## config.mk

```make
export PLATFORM = sky130hd
export DESIGN_NAME = apb_splitter_tmo
export DESIGN_NICKNAME = d
export VERILOG_FILES = /design/src/rtl/apb_splitter_tmo_pkg.sv /design/src/rtl/apb_splitter_tmo_onehot_mux.sv /design/src/rtl/apb_splitter_tmo.sv
export SDC_FILE = /design/constraint.sdc
export NUM_CORES = 1
export LEC_CHECK = 0
export CAP_MARGIN = 20
export CORE_AREA = 2 2 100 102
export DETAILED_ROUTE_END_ITERATION = 12
export DIE_AREA = 0 0 102 104
export DONT_BUFFER_PORTS = 1
export PLACE_DENSITY = 0.39
export SLEW_MARGIN = 20
export SYNTH_ARGS = -nofsm -noshare
export SYNTH_HDL_FRONTEND = slang
export SYNTH_SLANG_ARGS = --single-unit
```

## constraint.sdc

```tcl
create_clock -name clk -period 3.7 [get_ports clk]
set_input_delay 0.555 -clock clk [delete_from_list [all_inputs] [get_ports clk]]
set_output_delay 0.555 -clock clk [all_outputs]
set_load 0.01 [all_outputs]
```

## src/rtl/apb_splitter_tmo_pkg.sv

```systemverilog
// apb_splitter_tmo_pkg: shared helpers for the APB splitter.
// Provides the slave-index width function used for tmo_slave.
package apb_splitter_tmo_pkg;

  // Index width for n slaves, never narrower than one bit.
  function automatic int idx_w(input int n);
    return (n > 1) ? $clog2(n) : 1;
  endfunction

endpackage

```

## src/rtl/apb_splitter_tmo_onehot_mux.sv

```systemverilog
// onehot_mux: AND-OR selector for a one-hot (or zero) select.
// Ports: sel [N], din [N*W] packed lanes, dout [W] (zero if no select).
module onehot_mux #(
  parameter int N = 2,
  parameter int W = 32
) (
  input  logic [N-1:0]   sel,
  input  logic [N*W-1:0] din,
  output logic [W-1:0]   dout
);

  always_comb begin
    dout = '0;
    for (int i = 0; i < N; i++) begin
      dout = dout | (din[i*W +: W] & {W{sel[i]}});
    end
  end

endmodule

```

## src/rtl/apb_splitter_tmo.sv

```systemverilog
// apb_splitter_tmo: 1-to-N APB splitter, priority address decode,
// decode-error response and per-access timeout with sticky status.
// Ports: clk, rst_n (sync, active-low); apbs_* upstream APB slave;
// apbm_* N downstream APB masters (packed); tmo_clr/tmo_flag/tmo_slave.
module apb_splitter_tmo
  import apb_splitter_tmo_pkg::*;
#(
  parameter int W_ADDR   = 16,
  parameter int W_DATA   = 32,
  parameter int N_SLAVES = 2,
  parameter logic [N_SLAVES*W_ADDR-1:0] ADDR_MAP  = 32'h0000_4000,
  parameter logic [N_SLAVES*W_ADDR-1:0] ADDR_MASK = 32'hc000_c000,
  parameter int TIMEOUT  = 256,
  parameter int W_TMO    = 9
) (
  input  logic                         clk,
  input  logic                         rst_n,
  input  logic [W_ADDR-1:0]            apbs_paddr,
  input  logic                         apbs_psel,
  input  logic                         apbs_penable,
  input  logic                         apbs_pwrite,
  input  logic [W_DATA-1:0]            apbs_pwdata,
  output logic                         apbs_pready,
  output logic [W_DATA-1:0]            apbs_prdata,
  output logic                         apbs_pslverr,
  output logic [N_SLAVES*W_ADDR-1:0]   apbm_paddr,
  output logic [N_SLAVES-1:0]          apbm_psel,
  output logic [N_SLAVES-1:0]          apbm_penable,
  output logic [N_SLAVES-1:0]          apbm_pwrite,
  output logic [N_SLAVES*W_DATA-1:0]   apbm_pwdata,
  input  logic [N_SLAVES-1:0]          apbm_pready,
  input  logic [N_SLAVES-1:0]          apbm_pslverr,
  input  logic [N_SLAVES*W_DATA-1:0]   apbm_prdata,
  input  logic                         tmo_clr,
  output logic                         tmo_flag,
  output logic [idx_w(N_SLAVES)-1:0]   tmo_slave
);

  localparam int W_IDX = idx_w(N_SLAVES);

  localparam logic [1:0] S_IDLE   = 2'd0;
  localparam logic [1:0] S_ACCESS = 2'd1;
  localparam logic [1:0] S_DECERR = 2'd2;

  localparam bit TMO_EN = (TIMEOUT != 0);
  localparam logic [W_TMO-1:0] TMO_LAST =
    W_TMO'((TIMEOUT > 0) ? TIMEOUT - 1 : 0);

  logic [1:0]          state_q;
  logic [1:0]          state_d;
  logic [N_SLAVES-1:0] sel_q;
  logic [N_SLAVES-1:0] dec;
  logic [W_TMO-1:0]    cnt_q;
  logic                flag_q;
  logic [W_IDX-1:0]    slv_q;
  logic [W_IDX-1:0]    sel_idx;
  logic [W_DATA-1:0]   mux_rdata;
  logic                sel_rdy;
  logic                sel_err;
  logic                setup;
  logic                tmo_fire;

  assign apbm_paddr  = {N_SLAVES{apbs_paddr}};
  assign apbm_pwdata = {N_SLAVES{apbs_pwdata}};
  assign tmo_flag    = flag_q;
  assign tmo_slave   = slv_q;

  // Walk from the top index down so the lowest hit overwrites.
  always_comb begin
    dec = '0;
    for (int i = N_SLAVES - 1; i >= 0; i--) begin
      if ((apbs_paddr & ADDR_MASK[i*W_ADDR +: W_ADDR])
          == ADDR_MAP[i*W_ADDR +: W_ADDR]) begin
        dec    = '0;
        dec[i] = 1'b1;
      end
    end
  end

  always_comb begin
    sel_idx = '0;
    for (int i = 0; i < N_SLAVES; i++) begin
      if (sel_q[i]) sel_idx = W_IDX'(i);
    end
  end

  onehot_mux #(
    .N (N_SLAVES),
    .W (W_DATA)
  ) u_rdata_mux (
    .sel  (sel_q),
    .din  (apbm_prdata),
    .dout (mux_rdata)
  );

  assign sel_rdy = |(sel_q & apbm_pready);
  assign sel_err = |(sel_q & apbm_pslverr);
  assign setup   = apbs_psel && !apbs_penable;

  // A slave answering on the last allowed cycle wins over the timeout.
  assign tmo_fire = TMO_EN
                 && (state_q == S_ACCESS)
                 && apbs_psel
                 && !sel_rdy
                 && (cnt_q == TMO_LAST);

  always_ff @(posedge clk) begin
    if (!rst_n) begin
      state_q <= S_IDLE;
      sel_q   <= '0;
      cnt_q   <= '0;
      flag_q  <= 1'b0;
      slv_q   <= '0;
    end else begin
      state_q <= state_d;
      if (state_q == S_IDLE && setup) begin
        sel_q <= dec;
      end else if (state_d == S_IDLE) begin
        sel_q <= '0;
      end
      if (TMO_EN && state_q == S_ACCESS && state_d == S_ACCESS) begin
        cnt_q <= cnt_q + 1'b1;
      end else begin
        cnt_q <= '0;
      end
      if (tmo_fire) begin
        flag_q <= 1'b1;
        slv_q  <= sel_idx;
      end else if (tmo_clr) begin
        flag_q <= 1'b0;
      end
    end
  end

  always_comb begin
    state_d = state_q;
    case (state_q)
      S_IDLE: begin
        if (setup) state_d = (|dec) ? S_ACCESS : S_DECERR;
      end
      S_ACCESS: begin
        if (!apbs_psel || sel_rdy || tmo_fire) state_d = S_IDLE;
      end
      S_DECERR: state_d = S_IDLE;
      default:  state_d = S_IDLE;
    endcase
  end

  // Outputs are held at their idle values while rst_n is low so an
  // interrupted transfer never reports an error.
  always_comb begin
    apbm_psel    = '0;
    apbm_penable = '0;
    apbm_pwrite  = '0;
    apbs_pready  = 1'b1;
    apbs_pslverr = 1'b0;
    apbs_prdata  = '0;
    if (rst_n) begin
      case (state_q)
        S_IDLE: begin
          apbm_psel   = dec & {N_SLAVES{apbs_psel}};
          apbm_pwrite = dec & {N_SLAVES{apbs_psel & apbs_pwrite}};
        end
        S_ACCESS: begin
          apbm_psel    = sel_q & {N_SLAVES{apbs_psel}};
          apbm_penable = sel_q & {N_SLAVES{apbs_penable}};
          apbm_pwrite  = sel_q & {N_SLAVES{apbs_pwrite}};
          apbs_pready  = sel_rdy | tmo_fire;
          apbs_pslverr = sel_err | tmo_fire;
          apbs_prdata  = mux_rdata;
        end
        S_DECERR: begin
          apbs_pslverr = 1'b1;
        end
        default: ;
      endcase
    end
  end

endmodule

```

==> run_results.csv <==
group,metric,value,unit
critical_path,crit_fanout,4,
clock_tree,cts_buffers,3,
global_routing,grt-ovfl-total,0,
logic_synthesis,ys_seq_area_share,14.8,%
critical_path,path_cells,"ha_1 -> nand3_1 -> nor2_1 -> and3_1 -> ha_1 -> nand4_1 -> a21boi_0 -> o211a_1",
power_and_ir_drop,finalPower,0.358,mW
global_routing,grt_pass1_wl,6960,um
logic_synthesis,synth_cell_types,38,
logic_synthesis,syn_inst,273,
timing,slew_headroom,54.0,%
clock_tree,clkSinkCount,15,
timing,fin_tns_setup,0,ns
critical_path,worstPathRequired,3.14,ns
critical_path,worstSetupStartpointType,"flip-flop",
placement,place_congestion,0.755,
timing,min_period_over_period,73.1,%
detailed_routing,vias,1413,
timing,clock.fmax,370,MHz
floorplan,fp.dieArea,10600,um^2
detailed_routing,routed_wl,4980,um
clock_tree,cts_tree,"yes",
timing,hold-worst-slack,0.434,ns
placement,dp_cells,299,
critical_path,reg2reg_from,"cnt_q[0]$_SDFF_PN0_",
layout,layout.nets,298,
logic_synthesis,yosys.area_share.simple,19.4,%
timing,setup_viol,0,
global_routing,antenna_found_initial,0,
floorplan,die_y,104,um
clock_tree,cts_resized,0,
power_and_ir_drop,p_leak,0.386,nW
timing,maxSlewViolCount,0,
clock_tree,path_clk_slew,0.06,ns
layout,syn_to_final_growth,-26.6,%
clock_tree,clk_latency,0.24,ns
logic_synthesis,synth_mux_area_share,0.492,%
detailed_routing,routedWlPerCell,16.4,um
timing,rsz0062_at_grt,"false",
logic_synthesis,synth_edf_count,0,
global_routing,grt.met2_usage,14.6,%
power_and_ir_drop,p_per_area,239,nW/um^2
hold_path,min-delay-start,"rst_n",
placement,numPortBuffers,0,
detailed_routing,vias_per_cell,4.66,
logic_synthesis,synth_top_family_by_area,"buffers and inverters",
logic_synthesis,ys_seq_elements,15,
logic_synthesis,ys.flop_type,"dfxtp_1",
detailed_routing,drtPass1Iterations,4,
timing,fin_skew,0.000851,ns
floorplan,rows,36,
layout,fill_cells,1120,
critical_path,crit_family,"simple AND/OR/NAND/NOR gates",
layout,layout_common_cells,"36 x nor2_1, 34 x a22oi_1, 15 x dfxtp_1, 9 x nand3_1, 9 x nand2_1",
global_routing,grt_max_degree,37,
global_routing,grt_pass1_vias,1348,
critical_path,endpoint_kind,"output port",
floorplan,core,9550,um^2
critical_path,crit_start,"cnt_q[0]$_SDFF_PN0_",
logic_synthesis,syn_area,2030,um^2
critical_path,critical_path.slowest_cell,"dfxtp_1",
logic_synthesis,synth-adder-area-share,3.08,%
global_routing,grtUsageTotal,8.35,%
detailed_routing,ant_nets,0,
logic_synthesis,synth_xor_xnor_area_share,2.58,%
timing,tightest_slew,0.689,ns
global_routing,met3_usage,0.941,%
critical_path,setup.worst_path.class,"flip-flop to output port",
job,maxCapViolCount,0,
detailed_routing,drc,0,
layout,final_common_cell,"nor2_1",
hold_path,hp-class,"primary input to flip-flop",
timing,hold_violations,0,
logic_synthesis,syn_avg_cell_area,7.45,um^2
critical_path,max_stage_delay,0.37,ns
floorplan,io_pins,260,
layout,final_cell_count_no_fill,303,
floorplan,start_util,21.3,%
logic_synthesis,async_flop_share,0,%
clock_tree,hold_buffers,0,
layout,drive_gt1_share,9.41,%
global_routing,busiest_layer,"met2",
clock_tree,htree_levels,1,
clock_tree,postCtsSetupBuffers,0,
placement,hpwl,4100,um
clock_tree,cts_max_path_buffers,2,
logic_synthesis,synth_compound_area_share,20.7,%
detailed_routing,drt_iter0_drc,54,
clock_tree,root_buffer,"clkbuf_8",
layout,antenna_cells,0,
logic_synthesis,yosys_warnings,0,
global_routing,gr-usage-met1,9.50,%
timing,period_minus_slack,2.70,ns
critical_path,arrival,2.15,ns
floorplan,die_w,102,um
power_and_ir_drop,vdd_ir_drop_max,0.0963,mV
status,status,"finished, final reports clean",
critical_path,cp.buffers_inverters,0,
logic_synthesis,syn-num-nets,400,
critical_path,crit_path_frequent_cell,"ha_1",
==> registers in the layout, indices dropped and copies added, names as in the netlist <==
name	count
sel_q	2
tmo_flag	1
tmo_slave	1
state_q	2
cnt_q	9
==> cell usage after synthesis, drive strengths merged, types with 5 or more instances <==
cell type | number | share of area [%]
nand3 | 9 | 2.2
nand2 | 9 | 1.7
nor3 | 8 | 2.0
clkbuf | 12 | 2.2
ha | 5 | 3.1
a22oi | 34 | 13
buf | 98 | 36
a21oi | 5 | 1.2
dfxtp | 15 | 15
nor2 | 36 | 6.6
inv | 5 | 0.92
==> final timing paths <==
| check | slack, ns | depth (start not counted) | endpoint |
|---|---|---|---|
| setup / recovery | 1.0 | 8 | apbs_pslverr |
| hold / removal | 0.43 | 1 | state_q[0]$_SDFF_PN0_ |
| setup reg to reg | 1.51 | 8 | cnt_q[7]$_SDFF_PN0_ |
| hold reg to reg | 0.48 | 1 | cnt_q[0]$_SDFF_PN0_ |
==> where the power goes <==
part / switching (mW) / internal (mW) / total (mW) / leakage, nW
Sequential: 0.00166 / 0.164 / 0.165 / 0.121
Combinational: 0.0404 / 0.0202 / 0.0606 / 0.242
Clock: 0.0557 / 0.0762 / 0.132 / 0.0228
Total: 0.0977 / 0.260 / 0.358 / 0.386
==> cell families (layout without fill, tap and decap cells) <==
kind of cell	count (synthesis)	count (layout)
adder cells (fa/ha/maj)	5	5
buffers and inverters	115	12
flip-flops	15	15
AND/OR/NAND/NOR	79	79
multiplexers	1	1
AO/OA/AOI/OAI	52	52
XOR/XNOR	6	6
==> final cells by class <==
type / count / area [um^2] / area share [%]
clock buffer: 4 / 45.0 / 3.02
inverter: 5 / 18.8 / 1.26
multi-input combinational: 143 / 941 / 63.0
sequential: 15 / 300 / 20.1
tap: 133 / 166 / 11.1
timing repair buffer: 3 / 22.5 / 1.51
==> per-stage QoR <==
step | instance area [um^2] | util, % | setup WS (ns)
floorplan | 2030 | - | 1.45
global placement | 1450 | 15.2 | 1.25
detailed placement | 1450 | 15.2 | 1.24
CTS | 1490 | 15.6 | 0.955
global route | 1490 | 15.6 | 0.782
finish | 1490 | 15.6 | 0.995
==> per-layer routing <==
layer / vias up / share of wire (%)
met4: 0 / 3.4
met5: - / 0
li1: 637 / -
met2: 91 / 49
met3: 30 / 7.7
met1: 655 / 40
(Power assumes the default switching activity.)
